==> src/rtl/arb_pkg.sv <==
// Shared types for the two-port SDRAM arbiter.
//   NumPorts    : number of requesters sharing the SDRAM master
//   arb_state_e : arbiter FSM states
package arb_pkg;

  localparam int unsigned NumPorts = 2;

  typedef enum logic [2:0] {
    StIdle,
    StGrant0,
    StGrant1,
    StWaitRd0,
    StWaitRd1
  } arb_state_e;

endpackage

==> src/rtl/rr_pick.sv <==
// Round-robin choice between two requesters, purely combinational.
//   req   : per-requester request (read | write)
//   last  : index of the requester served most recently
//   grant : index of the requester to serve; only meaningful when req != 0
module rr_pick
  import arb_pkg::*;
(
  input  logic [NumPorts-1:0] req,
  input  logic                last,
  output logic                grant
);

  always_comb begin
    grant = 1'b0;
    case (req)
      2'b01:   grant = 1'b0;
      2'b10:   grant = 1'b1;
      2'b11:   grant = ~last;  // tie: whoever was not served last
      default: grant = 1'b0;
    endcase
  end

endmodule

==> src/rtl/sdram_arbiter.sv <==
// Shares one Avalon-MM SDRAM master between requesters m0 and m1 with at most
// one transfer outstanding.
//   clk, rst_n          : clock, asynchronous active-low reset
//   m0_* / m1_*         : requester slave ports (address, read, write, writedata in;
//                         waitrequest, readdata, readdatavalid out)
//   sdram_*             : downstream master port
module sdram_arbiter
  import arb_pkg::*;
#(
  parameter int unsigned ADDR_W = 32,
  parameter int unsigned DATA_W = 32
) (
  input  logic              clk,
  input  logic              rst_n,
  output logic              m0_waitrequest,
  input  logic [ADDR_W-1:0] m0_address,
  input  logic              m0_read,
  input  logic              m0_write,
  input  logic [DATA_W-1:0] m0_writedata,
  output logic [DATA_W-1:0] m0_readdata,
  output logic              m0_readdatavalid,
  output logic              m1_waitrequest,
  input  logic [ADDR_W-1:0] m1_address,
  input  logic              m1_read,
  input  logic              m1_write,
  input  logic [DATA_W-1:0] m1_writedata,
  output logic [DATA_W-1:0] m1_readdata,
  output logic              m1_readdatavalid,
  input  logic              sdram_waitrequest,
  output logic [ADDR_W-1:0] sdram_address,
  output logic              sdram_read,
  output logic              sdram_write,
  output logic [DATA_W-1:0] sdram_writedata,
  input  logic [DATA_W-1:0] sdram_readdata,
  input  logic              sdram_readdatavalid
);

  arb_state_e state_q, state_d;
  logic       last_q, last_d;
  logic [NumPorts-1:0] req;
  logic       pick;

  assign req = {m1_read | m1_write, m0_read | m0_write};

  rr_pick u_rr_pick (
    .req   (req),
    .last  (last_q),
    .grant (pick)
  );

  always_ff @(posedge clk or negedge rst_n) begin
    if (!rst_n) begin
      state_q <= StIdle;
      last_q  <= 1'b1;  // m0 wins the first tie
    end else begin
      state_q <= state_d;
      last_q  <= last_d;
    end
  end

  always_comb begin
    state_d = state_q;
    last_d  = last_q;
    unique case (state_q)
      StIdle: begin
        if (|req) state_d = pick ? StGrant1 : StGrant0;
      end
      StGrant0: begin
        // Read wins when both are raised, so it follows the read path.
        if (m0_read && !sdram_waitrequest) begin
          state_d = StWaitRd0;
          last_d  = 1'b0;
        end else if (m0_write && !sdram_waitrequest) begin
          state_d = StIdle;
          last_d  = 1'b0;
        end else if (!m0_read && !m0_write) begin
          state_d = StIdle;
        end
      end
      StGrant1: begin
        if (m1_read && !sdram_waitrequest) begin
          state_d = StWaitRd1;
          last_d  = 1'b1;
        end else if (m1_write && !sdram_waitrequest) begin
          state_d = StIdle;
          last_d  = 1'b1;
        end else if (!m1_read && !m1_write) begin
          state_d = StIdle;
        end
      end
      StWaitRd0, StWaitRd1: begin
        if (sdram_readdatavalid) state_d = StIdle;
      end
      default: state_d = StIdle;
    endcase
  end

  // Forwarding is combinational so a granted requester sees sdram_waitrequest directly.
  always_comb begin
    m0_waitrequest   = 1'b1;
    m1_waitrequest   = 1'b1;
    sdram_address    = '0;
    sdram_read       = 1'b0;
    sdram_write      = 1'b0;
    sdram_writedata  = '0;
    m0_readdatavalid = 1'b0;
    m1_readdatavalid = 1'b0;
    unique case (state_q)
      StGrant0: begin
        m0_waitrequest  = sdram_waitrequest;
        sdram_address   = m0_address;
        sdram_read      = m0_read;
        sdram_write     = m0_write;
        sdram_writedata = m0_writedata;
      end
      StGrant1: begin
        m1_waitrequest  = sdram_waitrequest;
        sdram_address   = m1_address;
        sdram_read      = m1_read;
        sdram_write     = m1_write;
        sdram_writedata = m1_writedata;
      end
      StWaitRd0: m0_readdatavalid = sdram_readdatavalid;
      StWaitRd1: m1_readdatavalid = sdram_readdatavalid;
      default: ;
    endcase
  end

  assign m0_readdata = sdram_readdata;
  assign m1_readdata = sdram_readdata;

endmodule

==> config.mk <==
export PLATFORM = sky130hd
export DESIGN_NAME = sdram_arbiter
export DESIGN_NICKNAME = d
export VERILOG_FILES = /design/src/rtl/arb_pkg.sv /design/src/rtl/rr_pick.sv /design/src/rtl/sdram_arbiter.sv
export SDC_FILE = /design/constraint.sdc
export NUM_CORES = 1
export LEC_CHECK = 0
export CORE_AREA = 10 10 109 111
export DETAILED_ROUTE_END_ITERATION = 7
export DIE_AREA = 0 0 119 121
export DONT_BUFFER_PORTS = 1
export PLACE_DENSITY_LB_ADDON = 0.2
export SETUP_SLACK_MARGIN = 0.02
export SYNTH_ARGS = -nofsm -noshare
export SYNTH_HDL_FRONTEND = slang
export SYNTH_SLANG_ARGS = --single-unit
==> constraint.sdc <==
create_clock -name clk -period 1.5 [get_ports clk]
set_input_delay 0.15 -clock clk [delete_from_list [all_inputs] [get_ports clk]]
set_output_delay 0.15 -clock clk [all_outputs]
set_load 0.05 [all_outputs]
### Yosys cells after proc, flatten, opt, wreduce, memory -nomap -nowiden

Cells that the tools add are included.

| operators by class | value |
|---|---|
| multiplexer cells | 24 |
| equal/unequal tests | 12 |
| reductions and logical operators | 17 |
| bitwise logic cells | 3 |

Operators with widths:

| cell | number |
|---|---|
| $pmux W32 S2 | 2 |
| $mux W3 | 8 |
| $pmux W3 S4 | 1 |
| $mux W1 | 8 |
| $ne A4 B4 Y1 const B | 2 |
| $pmux W1 S2 | 4 |
| $eq A3 B2 Y1 const B | 2 |
| $logic_and A1 B1 Y1 | 6 |
| $ne A3 B3 Y1 const B | 2 |
| $logic_not A1 Y1 | 5 |
| $eq A2 B2 Y1 const B | 2 |
| $ne A2 B2 Y1 const B | 2 |
| $reduce_and A4 Y1 | 1 |
| $reduce_or A2 Y1 | 2 |
| $eq A3 B1 Y1 const B | 1 |
| $eq A3 B3 Y1 const B | 1 |
| $logic_not A3 Y1 | 1 |
| $reduce_and A3 Y1 | 1 |
| $mux W2 | 1 |
| $or A1 B1 Y1 | 2 |
| $reduce_bool A2 Y1 | 1 |
| $not A1 Y1 | 1 |

| word-level totals | value |
|---|---|
| word-level logic and storage cells | 58 |
| bits in registers | 4 |

### Depth between registers and ports, before layout

Gate-level depths: netlist of run 1.

| depth | value |
|---|---|
| word-level depth | 6 |
| gate-level depth with buffers | 6 |
| gate-level depth less buffers | 4 |

### By module

A second synthesis of run 1 with hierarchy kept.

| unflattened totals | value |
|---|---|
| cells, all modules | 187 |
| area total of the unflattened synthesis | 1493.9 sq um |

Modules (own cells, without submodules):

| module | sequential area each (sq um) | times used | area an instance (sq um) | cells an instance |
|---|---|---|---|---|
| sdram_arbiter | 101.3 | 1 | 1482.7 | 186 |
| rr_pick | 0.0 | 1 | 11.3 | 1 |

### Worst setup path after synthesis of run 1

OpenSTA, ideal clock, no wires.

| timing | value |
|---|---|
| kind | reg2out |
| start point | register state_q[2] |
| end point | output port sdram_address[15] |
| cell stages (with the launch flop) | 6 |
| arrival | 1.607 ns |
| path slack | -0.257 ns |
| path through | dfrtp_1 -> buf_2 -> nor3b_2 -> buf_2 -> buf_2 -> a22o_1 |

| between the ends | value |
|---|---|
| longest elaborated chain between the ends | 2 |
| elaborated cells between the ends (all ways) | 3 |
| those cells by class | eq/ne (2); mux (1) |

RTL lines:

| element | RTL line | source |
|---|---|---|
| from (decl) | sdram_arbiter.sv:38 | `arb_state_e state_q, state_d;` |
| from (signal assigned) | sdram_arbiter.sv:53 | `state_q <= StIdle;` |
| from (signal assigned) | sdram_arbiter.sv:56 | `state_q <= state_d;` |
| $eq A3 B2 Y1 / $eq A3 B1 Y1 (equally long branches) | sdram_arbiter.sv:108 | `unique case (state_q)` |
| $pmux W32 S2 (*) | sdram_arbiter.sv:108 |  |
| to (decl) | sdram_arbiter.sv:30 | `output logic [ADDR_W-1:0] sdram_address,` |

Mark *: on every way between the ends. The rest lies on a longest branch, timed or not.

### Worst setup path after layout of run 1

| timing | value |
|---|---|
| start point | register state_q[1] |
| end point | output port sdram_address[2] |

Same word-level chain as after synthesis.

==> results.toml, run 1 <==
[pwr]
switching_power_mw = 5.335
peakVddDrop_mv = 1.249
p_per_area_mw_per_mm2 = 3305
p_comb_frac = 0.956
swShare = 0.5194
p_seq_frac = 0.021
p_clk_frac = 0.023
leakagePower_nw = 1.329
p_int_mw = 4.938

[job]
cap_viol_max_count = 0

[placement]
dp.cells = 289
port_buffers = 0
dp_hpwl_mm = 7.126
place_congestion = 0.7326

[worst_setup_path]
path_max_fanout = 6
cp-startpoint = "state_q[1]"
arrival_ns = 1.60
r2r_start = "state_q[0]"
required_ns = 1.35
critPathKind = "reg -> out"
end_kind = "output pin"
startpoint_type = "flip-flop"

[timing]
worst_pin_slew_ns = 0.3252
final_max_slew_viol_count = 0
fin_worst_skew_ns = 0.005087
finalHoldViolations = 0
finalWorstSetupSlack_ns = -0.2541
tns_ns = -13.29
fmax_mhz = 570.1
rsz0062_at_grt = "true"
setup_viol = 69
holdWs_ns = 0.04917
min_period_ns = 1.754
finalCritPeriodShare = 1.169
max_slew_margin = 0.7824

[die]
rows = 36
io-pin-count = 302
dieArea_mm2 = 0.01440
die_w_um = 119
start_util = 0.1515
fp.dieH_um = 121
coreArea_mm2 = 0.009639

[layout]
drive_gt1_frac = 0.8525
final_util = 0.3224
final_nets = 352
final_cells = 316
diodes = 0
area_growth_pct = 112.9

[clock_network]
cts_buffers = 3
cts.sinks = 4
clk_latency_ns = 0.22
htreeDepth = 1
cts_max_path_buffers = 2
cts_root_buf = "clkbuf_8"
cts_tree = "yes"
clkTransAtPathRegs_ns = 0.03

[synthesis]
mappedNetlistArea_mm2 = 0.001460
syn_inst = 186
synth.distinct_cells = 26
synthFlopType = "dfrtp_1"
avgSynthCellArea_um2 = 7.850
synth_edf_count = 0
yosys_warnings = 0
synthesis.nets = 354
seq_area_frac_synth = 0.06941
ys_seq_elements = 4
async_reset_ff_frac = 1.000

[drt]
drt_drc_violations_left = 0
top_layer = "met4"
met3_length_mm = 1.189
dr_total_vias = 1534
wl_per_cell_um = 32.16
met1_length_mm = 3.283
met2_length_mm = 5.474
routed_wirelength_mm = 10.16
ant_nets = 0
avgViaCountPerCell = 4.854
dr.pass1.iters = 4
drt_iter0_drc = 47

[grt]
grt_max_degree = 38
grt_pass1_vias = 1618
gr-usage-all-layers = 0.1025
antenna_found_initial = 0
grt_pass1_wl_mm = 11.56
grt-ovfl-total = 0

[status]
violations = "setup timing"
status = "finished, violations left"

[worst_hold_path]
hp-start = "sdram_waitrequest"
hold_path.class = "in -> reg"
## placed cells by master (no fill, tap or decap), drive strengths merged
cell type    synthesis  final
a32o                 1      1
dlygate4sd3          0      1
o32a                 1      1
o21a                 1      1
and3                 1      1
nor2                 4      4
nor3b                4      4
dfrtp                3      3
dfstp                1      1
o21ba                1      1
a31o                 1      1
o22ai                2      2
inv                  2      2
o21ai                2      2
nand2                6      6
clkbuf               6     12
nand2b               1      1
nor3                 4      4
a22o                65     65
a22oi                1      1
a21oi                3      3
or2                  1      1
nor4bb               1      1
buf                 74     64
## cells by family after synthesis
logic type	synth area share
AOI/OAI and AO/OA	0.4524
buffers and inverters	0.3873
DFF	0.06941
and+or+nand+nor	0.09083
## worst max-delay path, cell delays in order, from the launching register on
cell and delay (ns):
dfrtp_1 0.41, nor3b_4 0.18, buf_6 0.14, buf_12 0.13, clkbuf_16 0.15, a22o_4 0.22, buf_12 0.14
## timing repair
action                                 4_1_cts  5_1_grt
hold buffers                                 1        0
cloned                                       2       12
pin swaps                                    2       15
setup endpoints to repair                   71       73
gates resized for setup                     15       64
endpoints found under the hold margin        4        0
buffers inserted                             3        6
## path summary, 6_finish.rpt
path / slack, ns / cells past startpoint / to
max: -0.25 / 6 / sdram_address[2]
min: 0.05 / 1 / state_q[1]
max reg2reg: -0.17 / 6 / state_q[0]
min reg2reg: 0.51 / 2 / last_q
max in group asynchronous: 1.03 / 1 / last_q
min in group asynchronous: 0.21 / 1 / state_q[0]
## flip-flops by register name (all words and copies together) (netlist names)
register,cells
state_q,3
last_q,1
## through the flow
step | cell area (µm²) | setup WS [ns] | total power [mW]
final | 3108 | -0.2541 | 10.27
after global placement | 2192 | -0.05230 | 7.935
after floorplan | 1683 | -0.1740 | 5.630
after detailed placement | 2192 | -0.05842 | 7.945
after CTS | 2405 | -0.2416 | 8.604
after global routing | 3108 | -0.3010 | 10.63
## metal layers
layer,track usage,up-vias
li1,-,642
met1,0.09903,697
met2,0.1770,174
met3,0.05863,21
met4,0.04198,0
met5,0,-
## synth_stat cells, types with 2 or more instances
cell,n,share of area
a21oi_1,3,0.010
a22o_1,65,0.39
buf_2,8,0.027
buf_4,66,0.34
clkbuf_1,6,0.015
dfrtp_1,3,0.051
inv_1,2,0.0051
nand2_1,6,0.015
nor2_1,4,0.010
nor3_1,4,0.014
nor3b_1,2,0.010
o21ai_0,2,0.0069
o22ai_1,2,0.0086
## area by class of cell
class	count	area, µm²
clock buffers	4	45.04
repair buffers	73	1358
well taps	133	166.4
inverters	2	7.507
multi-input cells	100	1429
fillers	961	6531
flip-flops and latches	4	102.6
## power groups by stage
stage	Combinational, mW	Sequential [mW]	Clock, mW
floorplan	5.44	0.191	0
global placement	7.73	0.209	0
detailed placement	7.73	0.212	0
CTS	8.15	0.211	0.246
global route	10.2	0.217	0.259
finish	9.82	0.213	0.238
No activity file was read; power rests on OpenSTA's default activity.
==> inputs of run 2 (changes only) <==
--- a/constraint.sdc
+++ b/constraint.sdc
@@ -3,2 +3,2 @@
 set_output_delay 0.15 -clock clk [all_outputs]
-set_load 0.05 [all_outputs]
+set_load 0.01 [all_outputs]
==> run 2 against run 1 <==
The run still ends with setup timing left; total power fell by 46%; setup slack improved by 0.17 ns; global-route usage is 0.24 points higher; largest power group unchanged; flip-flop and latch count stayed put; sequential power barely moved; routed wire length down 7.2%; register-to-register slack improved by 0.12 ns.
==> results.toml, run 2 (synthesis gave the netlist of run 1 again) <==
[layout]
final_common_cell = "a22o_4"
design_area_mm2 = 0.002301
final_cells = 275
area_growth_pct = 57.58
final_nets = 311
final_cell_mix = "a22o_4 (65), clkbuf_16 (9), buf_4 (6), buf_16 (5), buf_6 (5)"
largest_register_ffs = 3
diodes = 0
drive_gt1_frac = 0.7817
reg_top3 = "state_q x3, last_q x1"
largest-register = "state_q"
nFillCells = 1025

[worst_setup_path]
required_ns = 1.35
worst-path-buf-inv = 2
startpoint_type = "flip-flop"
cp_top_family = "flip-flops"
end_kind = "output pin"
rrSetupSlack_ns = -0.05
critPathKind = "reg -> out"
arrival_ns = 1.44
critical_path.cell_chain = "nor3b_4, buf_6, clkbuf_16, a22o_4"
max_stage_delay_ns = 0.43
path_max_fanout = 7
cpMaxStageDelayCell = "dfrtp_2"

[timing]
fmax_mhz = 629.3
final_max_slew_viol_count = 0
setup_viol = 68
finalHoldViolations = 0
min_period_ns = 1.589
fin_worst_skew_ns = 0.002689
rsz0062_at_grt = "true"
worst_pin_slew_ns = 0.2554
finalWorstSetupSlack_ns = -0.08908
max_slew_margin = 0.8291
finalCritPeriodShare = 1.059

[job]
cap_viol_max_count = 0

[placement]
postPlaceCellArea_mm2 = 0.001185
port_buffers = 0
dp_hpwl_mm = 6.738
place_congestion = 0.7261
dp.cells = 247

[die]
io-pin-count = 302
fp.dieH_um = 121
start_util = 0.1515
coreArea_mm2 = 0.009639
rows = 36
die_w_um = 119
dieArea_mm2 = 0.01440

[clock_network]
cts_root_buf = "clkbuf_8"
cts_buffers = 3
clk_latency_ns = 0.21
cts.sinks = 4
cts_max_path_buffers = 2
clkTransAtPathRegs_ns = 0.03
cts_tree = "yes"
htreeDepth = 1

[drt]
dr.pass1.iters = 4
dr_total_vias = 1378
drt_iter0_drc = 30
routed_wirelength_mm = 9.434
ant_nets = 0
wl_per_cell_um = 34.31
drt_drc_violations_left = 0
avgViaCountPerCell = 5.011

[grt]
antenna_found_initial = 0
grt_pass1_wl_mm = 11.60
grt_max_degree = 20
grt_pass1_vias = 1517
grt-ovfl-total = 0
gr-usage-all-layers = 0.1049

[status]
violations = "setup timing"
status = "finished, violations left"

[pwr]
leakagePower_nw = 0.9973
p_per_area_mw_per_mm2 = 2422
peakVddDrop_mv = 0.6757

[worst_hold_path]
hold_path.class = "in -> reg"
-- run 2: path summary, 6_finish.rpt --
kind                              startpoint             endpoint  cells past startpoint
min in group asynchronous              rst_n           state_q[1]                      1
max in group asynchronous              rst_n               last_q                      1
min reg2reg                           last_q               last_q                      2
max reg2reg                       state_q[0]           state_q[0]                      5
min                        sdram_waitrequest           state_q[1]                      1
max                               state_q[2]  sdram_writedata[13]                      4
-- run 2: final cells by class --
class / instances / area (µm²) / area share
multi-input cells: 100 / 1395 / 0.6063
repair buffers: 32 / 584.3 / 0.2539
well taps: 133 / 166.4 / 0.07232
flip-flops and latches: 4 / 102.6 / 0.04459
clock buffers: 4 / 45.04 / 0.01958
inverters: 2 / 7.507 / 0.003263
-- run 2: timing repair --
| action | in CTS | in global routing |
|---|---|---|
| hold buffers | 1 | 0 |
| pin swaps | 12 | 38 |
| cloned | 5 | 11 |
| setup buffers | 6 | 1 |
| resized for setup | 75 | 11 |
| hold endpoints to repair | 4 | 0 |
| setup endpoints to repair | 68 | 71 |
-- run 2: layer usage --
metal | GRT usage | part of all wire | up-vias
met2 | 0.1902 | 0.52 | 171
met3 | 0.05165 | 0.11 | 32
met4 | 0.03511 | 0.029 | 0
li1 | - | - | 558
met5 | 0 | 0 | -
met1 | 0.1020 | 0.34 | 617
-- run 2: power by group --
part           switching (mW)  internal, mW
sequential             0.0492         0.163
combinational            2.25          2.88
clock                  0.0537         0.181
total                    2.35          3.22
-- run 2: through the flow --
step	power [mW]	hold slack, ns	TNS, ns	setup slack (ns)	utilization
after global routing	5.862	0.07346	-9.263	-0.1610	0.2387
after floorplan	2.350	-0.1456	0	0.03196	-
after CTS	4.806	0.06652	-5.391	-0.1154	0.2082
final	5.574	0.06697	-4.146	-0.08908	0.2387
after global placement	2.754	-0.1454	0	0.08954	0.1229
after detailed placement	2.760	-0.1454	0	0.06430	0.1229
==> inputs of run 3 (changes only) <==
--- a/config.mk
+++ b/config.mk
@@ -11,2 +11,3 @@
 export DONT_BUFFER_PORTS = 1
+export HOLD_SLACK_MARGIN = 0.03
 export PLACE_DENSITY_LB_ADDON = 0.2
==> constraint.sdc (replaced) <==
create_clock -name clk -period 1.4 [get_ports clk]
set_input_delay 0.28 -clock clk [delete_from_list [all_inputs] [get_ports clk]]
set_output_delay 0.28 -clock clk [all_outputs]
set_load 0.01 [all_outputs]
==> run 3 against run 2 <==
The run still ends with setup timing left; die area unchanged; sequential power up 14%; global-route usage up 0.17 points; via count down 2.5%; utilization down 0.70 points; count of clock-buffer cells in the layout unchanged; hold slack better by 0.12 ns.
==> results.toml, run 3 (synthesis gave the netlist of run 1 again) <==
[layout]
design_area_mm2 = 0.002233
largest_register_ffs = 3
reg_top3 = "state_q x3, last_q x1"
drive_gt1_frac = 0.8112
largest-register = "state_q"
area_growth_pct = 52.96
diodes = 0
final_cell_mix = "a22o_4 (65), buf_6 (15), buf_12 (7), buf_4 (5)"
final_nets = 312
final_common_cell = "a22o_4"
final_cells = 276

[grt]
gr-usage-all-layers = 0.1065
antenna_found_initial = 0
grt-ovfl-total = 0
grt_pass1_wl_mm = 11.86
grt_pass1_vias = 1451
grt_max_degree = 20

[timing]
setup_viol = 72
finalCritPeriodShare = 1.239
final_max_slew_viol_count = 0
max_slew_margin = 0.7873
finalWorstSetupSlack_ns = -0.3349
rsz0062_at_grt = "true"
tns_ns = -20.59
fin_worst_skew_ns = 0.002986
worst_pin_slew_ns = 0.3180
finalHoldViolations = 0
min_period_ns = 1.735
fmax_mhz = 576.4

[drt]
ant_nets = 0
drt_iter0_drc = 47
avgViaCountPerCell = 4.870
dr.pass1.iters = 4
routed_wirelength_mm = 8.548
wl_per_cell_um = 30.97
drt_drc_violations_left = 0
dr_total_vias = 1344

[clock_network]
cts_buffers = 3
cts_root_buf = "clkbuf_8"
clkTransAtPathRegs_ns = 0.03
cts.sinks = 4
htreeDepth = 1
clk_latency_ns = 0.22
cts_max_path_buffers = 2
cts_tree = "yes"

[pwr]
p_total_mw = 5.578
p_per_area_mw_per_mm2 = 2498
peakVddDrop_mv = 1.080
leakagePower_nw = 0.9735

[placement]
place_congestion = 0.7764
port_buffers = 0
postPlaceCellArea_mm2 = 0.001247
dp.cells = 255
dp_hpwl_mm = 6.456
dp_slack_ns = -0.2083

[die]
io-pin-count = 302
rows = 36
dieArea_mm2 = 0.01440
start_util = 0.1515
die_w_um = 119
fp.dieH_um = 121
coreArea_mm2 = 0.009639

[worst_setup_path]
critical_path.cell_chain = "nor3b_4, buf_6, clkbuf_16, a22o_4"
end_kind = "output pin"
required_ns = 1.12
path_max_fanout = 7
cpMaxStageDelayCell = "dfrtp_1"
max_stage_delay_ns = 0.42
cp_top_family = "flip-flops"
worst-path-buf-inv = 2
arrival_ns = 1.45
critPathKind = "reg -> out"
startpoint_type = "flip-flop"

[status]
violations = "setup timing"
status = "finished, violations left"

[worst_hold_path]
hold_path.class = "in -> reg"

[job]
cap_viol_max_count = 0
[run 3: cell types whose count changed in the layout (fill, tap and decap cells not counted), moves of 2 or more]
cell,delta
clkbuf_16,-7
buf_6,+10
buf_12,+3
buf_16,-2
buf_8,-2
[run 3: final cells by class]
class	instances	area, µm²
fill	1039	7406
multi-input combinational	100	1421
timing repair buffer	33	489.2
tap	133	166.4
sequential	4	103.9
clock buffer	4	45.04
inverter	2	7.507
[run 3: report_power, final]
part / total, mW / switching [mW] / internal [mW]
Clock: 0.255 / 0.0601 / 0.195
Combinational: 5.08 / 2.31 / 2.78
Sequential: 0.241 / 0.0633 / 0.178
Total: 5.58 / 2.43 / 3.15
[run 3: path summary, 6_finish.rpt]
| kind | from | endpoint | slack [ns] | cells after the start |
|---|---|---|---|---|
| min reg2reg | last_q | last_q | 0.53 | 2 |
| min in group asynchronous | rst_n | state_q[2] | 0.34 | 1 |
| max in group asynchronous | rst_n | last_q | 0.83 | 1 |
| min | sdram_waitrequest | state_q[1] | 0.19 | 1 |
| max reg2reg | state_q[1] | state_q[0] | -0.17 | 5 |
| max | state_q[1] | sdram_writedata[1] | -0.33 | 4 |
[run 3: per-stage QoR]
step | hold slack, ns | utilization
after floorplan | -0.01559 | -
after global routing | 0.1849 | 0.2317
after detailed placement | -0.01528 | 0.1294
after CTS | 0.1905 | 0.2244
final | 0.1902 | 0.2317
after global placement | -0.01528 | 0.1294
[run 3: per-layer routing]
layer  vias up  share of wire  global-route usage
met1       637           0.36              0.1139
met2       125           0.52              0.1895
met5         -              0                   0
met3        18           0.11             0.04746
li1        564              -                   -
met4         0          0.016             0.02290
[run 3: timing repair]
| action | CTS | global route |
|---|---|---|
| pin swaps | 25 | 32 |
| hold buffers | 1 | 0 |
| gates cloned | 5 | 2 |
| resized for setup | 89 | 11 |
| buffers inserted | 9 | 3 |
| endpoints found under the setup margin | 72 | 72 |
| endpoints found under the hold margin | 4 | 0 |
